==> config.mk <==
export PLATFORM = sky130hd
export DESIGN_NAME = bram_port_arbiter
export DESIGN_NICKNAME = d
export VERILOG_FILES = /design/src/rtl/bram_port_arbiter.sv
export SDC_FILE = /design/constraint.sdc
export NUM_CORES = 1
export LEC_CHECK = 0
export CORE_MARGIN = 8
export CORE_UTILIZATION = 33
export DETAILED_ROUTE_END_ITERATION = 8
export PLACE_DENSITY = 0.78
export SYNTH_ARGS = -nofsm -noshare
export SYNTH_HDL_FRONTEND = slang
export SYNTH_SLANG_ARGS = --single-unit
==> constraint.sdc <==
create_clock -name CLK -period 2.8 [get_ports CLK]
set_clock_uncertainty 0.2 [all_clocks]
set_input_delay 0.56 -clock CLK [delete_from_list [all_inputs] [get_ports CLK]]
set_output_delay 0.56 -clock CLK [all_outputs]
set_load 0.005 [all_outputs]
==> src/rtl/bram_port_arbiter.sv <==
// Round-robin (with burst lock) sharer of BRAM port B; one accept per cycle, port driven the cycle after accept.
// Read data returns RD_LAT+1 cycles after accept with a one-hot RVALID; losers simply keep REQ high.
module bram_port_arbiter #(
   parameter int NREQ   = 4,
   parameter int AW     = 13,
   parameter int DW     = 32,
   parameter int RD_LAT = 2
) (
   input  logic                 CLK,
   input  logic                 RST,
   input  logic [NREQ-1:0]      REQ,
   input  logic [NREQ-1:0]      WE,
   input  logic [NREQ*AW-1:0]   ADDR,
   input  logic [NREQ*DW-1:0]   WDATA,
   input  logic [NREQ-1:0]      LOCK,
   output logic [NREQ-1:0]      GNT,
   output logic [NREQ-1:0]      RVALID,
   output logic [DW-1:0]        RDATA,
   output logic                 BUSY,
   output logic [AW-1:0]        addrb,
   output logic [DW-1:0]        dinb,
   input  logic [DW-1:0]        doutb,
   output logic                 enb,
   output logic [DW/8-1:0]      web
);
   localparam int PW = (NREQ > 1) ? $clog2(NREQ) : 1;

   logic [PW-1:0]              ptr_q, ptr_d;
   logic                       enb_q, enb_d;
   logic [DW/8-1:0]            web_q, web_d;
   logic [AW-1:0]              addrb_q, addrb_d;
   logic [DW-1:0]              dinb_q, dinb_d;
   logic [RD_LAT-1:0]          tag_vld_q, tag_vld_d;
   logic [RD_LAT-1:0][PW-1:0]  tag_idx_q, tag_idx_d;
   logic [NREQ-1:0]            rvalid_q, rvalid_d;
   logic [DW-1:0]              rdata_q, rdata_d;

   logic [NREQ-1:0]            gnt;
   logic [PW-1:0]              sel;
   logic [PW-1:0]              cand;
   logic                       found;
   logic                       acc;
   logic [AW-1:0]              addr_a  [NREQ];
   logic [DW-1:0]              wdata_a [NREQ];

   always_comb begin
      for (int i = 0; i < NREQ; i++) begin
         addr_a[i]  = ADDR[i*AW +: AW];
         wdata_a[i] = WDATA[i*DW +: DW];
      end
   end

   // first requester at or after the pointer, wrapping
   always_comb begin
      gnt   = '0;
      sel   = '0;
      cand  = '0;
      found = 1'b0;
      for (int k = 0; k < NREQ; k++) begin
         cand = PW'((int'(ptr_q) + k) % NREQ);
         if (!found && REQ[cand]) begin
            found = 1'b1;
            sel   = cand;
         end
      end
      if (found && !RST) gnt[sel] = 1'b1;
      acc = |gnt;
   end

   always_comb begin
      ptr_d   = ptr_q;
      enb_d   = acc;
      web_d   = '0;
      addrb_d = addrb_q;
      dinb_d  = dinb_q;
      if (acc) begin
         ptr_d   = LOCK[sel] ? sel : ((sel == PW'(NREQ-1)) ? '0 : sel + PW'(1));
         web_d   = WE[sel] ? '1 : '0;
         addrb_d = addr_a[sel];
         dinb_d  = wdata_a[sel];
      end
   end

   always_comb begin
      tag_vld_d    = '0;
      tag_idx_d    = '0;
      tag_vld_d[0] = acc & ~WE[sel];
      tag_idx_d[0] = sel;
      for (int s = 1; s < RD_LAT; s++) begin
         tag_vld_d[s] = tag_vld_q[s-1];
         tag_idx_d[s] = tag_idx_q[s-1];
      end
      rvalid_d = '0;
      rdata_d  = rdata_q;
      if (tag_vld_q[RD_LAT-1]) begin
         rvalid_d[tag_idx_q[RD_LAT-1]] = 1'b1;
         rdata_d = doutb;
      end
   end

   always_ff @(posedge CLK) begin
      if (RST) begin
         ptr_q     <= '0;
         enb_q     <= 1'b0;
         web_q     <= '0;
         addrb_q   <= '0;
         dinb_q    <= '0;
         tag_vld_q <= '0;
         tag_idx_q <= '0;
         rvalid_q  <= '0;
         rdata_q   <= '0;
      end else begin
         ptr_q     <= ptr_d;
         enb_q     <= enb_d;
         web_q     <= web_d;
         addrb_q   <= addrb_d;
         dinb_q    <= dinb_d;
         tag_vld_q <= tag_vld_d;
         tag_idx_q <= tag_idx_d;
         rvalid_q  <= rvalid_d;
         rdata_q   <= rdata_d;
      end
   end

   assign GNT    = gnt;
   assign RVALID = rvalid_q;
   assign RDATA  = rdata_q;
   assign BUSY   = enb_q | (|tag_vld_q);
   assign addrb  = addrb_q;
   assign dinb   = dinb_q;
   assign enb    = enb_q;
   assign web    = web_q;
endmodule

==> qor_table.md <==
| Metric | This run |
| --- | --- |
| Outcome | completed |
| Type of the worst min-delay path | flip-flop to flip-flop |
| Effective utilization at floorplan | 33.4% |
| Pin count of the biggest net entering global routing | 60 |
| Via density per instance | 4.88 |
| Dominant cell by count in the synthesized netlist | nand2_1 |
| HPWL reported at the end of detailed placement | 14800 um |
| DIE HEIGHT | 137 um |
| Max_cap viols | 0 |
| Final worst path period share | 97.0% |
| Count of flip-flops with a built-in enable after synthesis | 0 |
| Clock Pin Slew Worst Setup and Hold Paths | 0.07 ns |
| Cell Chain, Critical Path | dlygate4sd2_1, buf_4, a221o_1, a21oi_4, inv_2, buf_4, nor3_2, buf_2 |
| Cell area power density | 763 nW/um^2 |
| Top post-synthesis cells by area | dfxtp_1 38%, nand2_1 14%, nand3_1 9.3%, a31o_1 8.2%, mux2i_1 7.9% |
| Remaining global-route overflow | 0 |
| Number of antenna violations at the first check in global routing | 1 |
| Stage delay of the slowest cell on the critical path | 0.36 ns |
| Kind of critical path | primary input to output pin |
| Total Nets Final | 1152 |
| #FFs+latches synth | 91 |
| Unrepaired setup endpoints after global routing | false |
| CTS tree | yes |
| Static Leakage | 0.00335 uW |
| Number of DRC markers after the initial detailed-route iteration | 218 |
| Peak supply drop | 375 uV |
| Total power | 6500 uW |
| End point of the critical path | GNT[3] |
| Critical Path AT | 1.96 ns |
| Number of optimization iterations in the first detailed-route pass | 4 |
| Clock root cell | clkbuf_16 |
| Cells on worst reg2reg path | 8 |
| Port bufs | 316 |
| Total clock buffers created by CTS | 9 |
| Leading register cell type out of synthesis | dfxtp_1 |
| Via count | 5432 |
| Sort of element at the end of the critical path | output pin |
| Mapped Nets | 850 |
| Data required time of the critical path | 2.04 ns |
| Source of the worst hold timing path | tag_idx_d[2] |
| Destination of the worst register-to-register timing path | dinb[31] |
| Routed wirelength normalized by instance count | 17.0 um |
| Synth top area share | 37.8% |
| Global-route wire length before repair | 28300 um |
| Overall die width | 137 um |
| Library cell with the largest summed area after synthesis | dfxtp_1 |
| Number of distinct library cells after synthesis | 37 |
| Diode insertion count for antenna repair | 0 |
| Proportion of layout cells with a drive suffix above 1 | 7.63% |
| Total setup violations reported at the end of the flow | 0 |
| Mapped Cells | 623 |
| Timing-limited maximum frequency | 368 MHz |
| Async set or reset register ratio after synthesis | 0% |
| Worst setup path start | REQ[2] |
| Warning count from the yosys run | 0 |
| Number of design rule violations left after detail routing | 0 |
| Top post-synthesis cells by count | 181 x nand2_1, 91 x dfxtp_1, 90 x nand3_1 |
| Layout overhead on the synthesized area | 76.7% |
| Standard-cell row count | 44 |
| Final slew viol count | 0 |
| Slowest CP cell | a221o_1 |
| Insertion delay of the later-clocked pin in the worst-skew pair | 0.34 ns |
| H-tree Lvls | 3 |
| Count of hold-fix buffers inserted at cts | 0 |
| Total detailed-routing wirelength | 19000 um |
| Die area | 18700 um^2 |
| Netlist Area Pre-Place | 4820 um^2 |
| Mean Syn Cell Area | 7.74 um^2 |
| Critical path's most frequent cell | buf_4 |
| Final period demand of the worst path | 2.72 ns |
| Number of global-route vias before repair | 5312 |
| Critical R2R Launch | ptr_q[0] |
| Clock sink total | 91 |
| Biggest fanout along the worst timing path | 3 |
| Final design instance area without fill | 8520 um^2 |
| Tightest Pin Transition | 0.594 ns |
| Post-route antenna net violation count | 0 |
| I/O pin count | 317 |
| Startpoint kind of the worst setup timing path | primary input |
| Final hold slack | 0.239 ns |
| Gpl congestion | 0.801 |
| Relative slew slack | 60.4% |
| R2r setup slk | 0.24 ns |
| Sequential cell area fraction in the yosys report | 37.8% |
| Finished Core Util | 59.1% |
| Placeable Area | 14400 um^2 |
| Total cell area at the placement stage | 8160 um^2 |
| Final Hold Viols | 0 |
| Max Root-Sink Buffers | 2 |
| Global-route usage over all layers | 19.4% |
==> power by group <==
| part | switching, uW | total, uW | internal (uW) |
|---|---|---|---|
| sequential | 165 | 1830 | 1670 |
| combinational | 1510 | 3300 | 1790 |
| clock | 551 | 1370 | 817 |
| total | 2230 | 6500 | 4270 |
==> logic make-up (layout without fill, tap and decap cells) <==
logic type	Yosys count	count (layout)	share of synthesized area, %
AND/OR/NAND/NOR	371	371	36.2
flip-flops	91	91	37.8
buffers and inverters	64	371	7.19
AO/OA/AOI/OAI	56	56	10.2
multiplexers	40	40	8.36
adder cells (fa/ha/maj)	1	1	0.259
==> cell type report <==
| type | instances | area, um^2 |
|---|---|---|
| clock inverters | 6 | 93.8 |
| inverters | 6 | 25.0 |
| well taps | 184 | 230 |
| multi-input cells | 468 | 2680 |
| repair buffers | 349 | 3430 |
| fillers | 1324 | 5900 |
| flip-flops and latches | 91 | 1820 |
| clock buffers | 10 | 239 |
==> per-layer routing <==
metal | up-vias | routed length, um | global-route usage (%)
li1 | 2728 | - | -
met1 | 2432 | 7520 | 21.9
met2 | 252 | 9090 | 32.9
met3 | 18 | 2120 | 7.64
met4 | 2 | 257 | 5.97
met5 | - | 13 | 0
==> sequential cells by signal, summed over array words and instances (netlist names) <==
signal / flops
ptr_q: 2
RVALID: 4
web: 1
addrb: 13
tag_idx_d: 2
dinb: 32
tag_vld_q: 2
enb: 1
tag_idx_q: 2
RDATA: 32
==> through the flow <==
step                      worst slack, ns  setup TNS [ns]  cells
after floorplan                    0.0316               0    623
after global placement             -0.512          -19.24   1094
after detailed placement           -0.557          -20.11   1094
after CTS                          0.0639               0   1114
after global routing               0.0144               0   1114
final                              0.0847               0   1114
==> timing repair <==
action / 4_1_cts / 5_1_grt
buffers inserted: 4 / 0
gates resized for setup: 24 / 4
endpoints found under the setup margin: 33 / 14
pin swaps: 5 / 2
==> placed cells by master (no fill, tap or decap), types with 3 or more instances in the layout <==
master / count
and2_1: 3
nor2b_1: 3
dfxtp_1: 90
clkdlybuf4s50_1: 307
clkbuf_16: 9
nor3b_1: 45
nand3_1: 90
buf_12: 4
nand2_1: 181
buf_2: 5
inv_1: 3
dlygate4sd2_1: 3
buf_4: 28
nor2_1: 36
mux2i_1: 38
inv_6: 3
a31o_1: 45
==> worst max-delay path, delay by kind of cell <==
family | cells | cell delay (ns)
buf+inv | 5 | 0.74
compound gates | 2 | 0.51
simple gates | 1 | 0.14
==> how the worst min path moves through the flow <==
stage	slack, ns	cells past startpoint	endpoint
2_1_floorplan	0.21	1	tag_idx_q[2]
3_3_place_gp	0.22	1	tag_idx_q[2]
3_5_place_dp	0.23	1	tag_idx_q[2]
4_1_cts	0.25	1	tag_idx_q[2]
5_1_grt	0.27	1	tag_idx_q[2]
6_report	0.24	1	tag_idx_q[2]
Note: power is estimated with default switching activity, not from simulation.
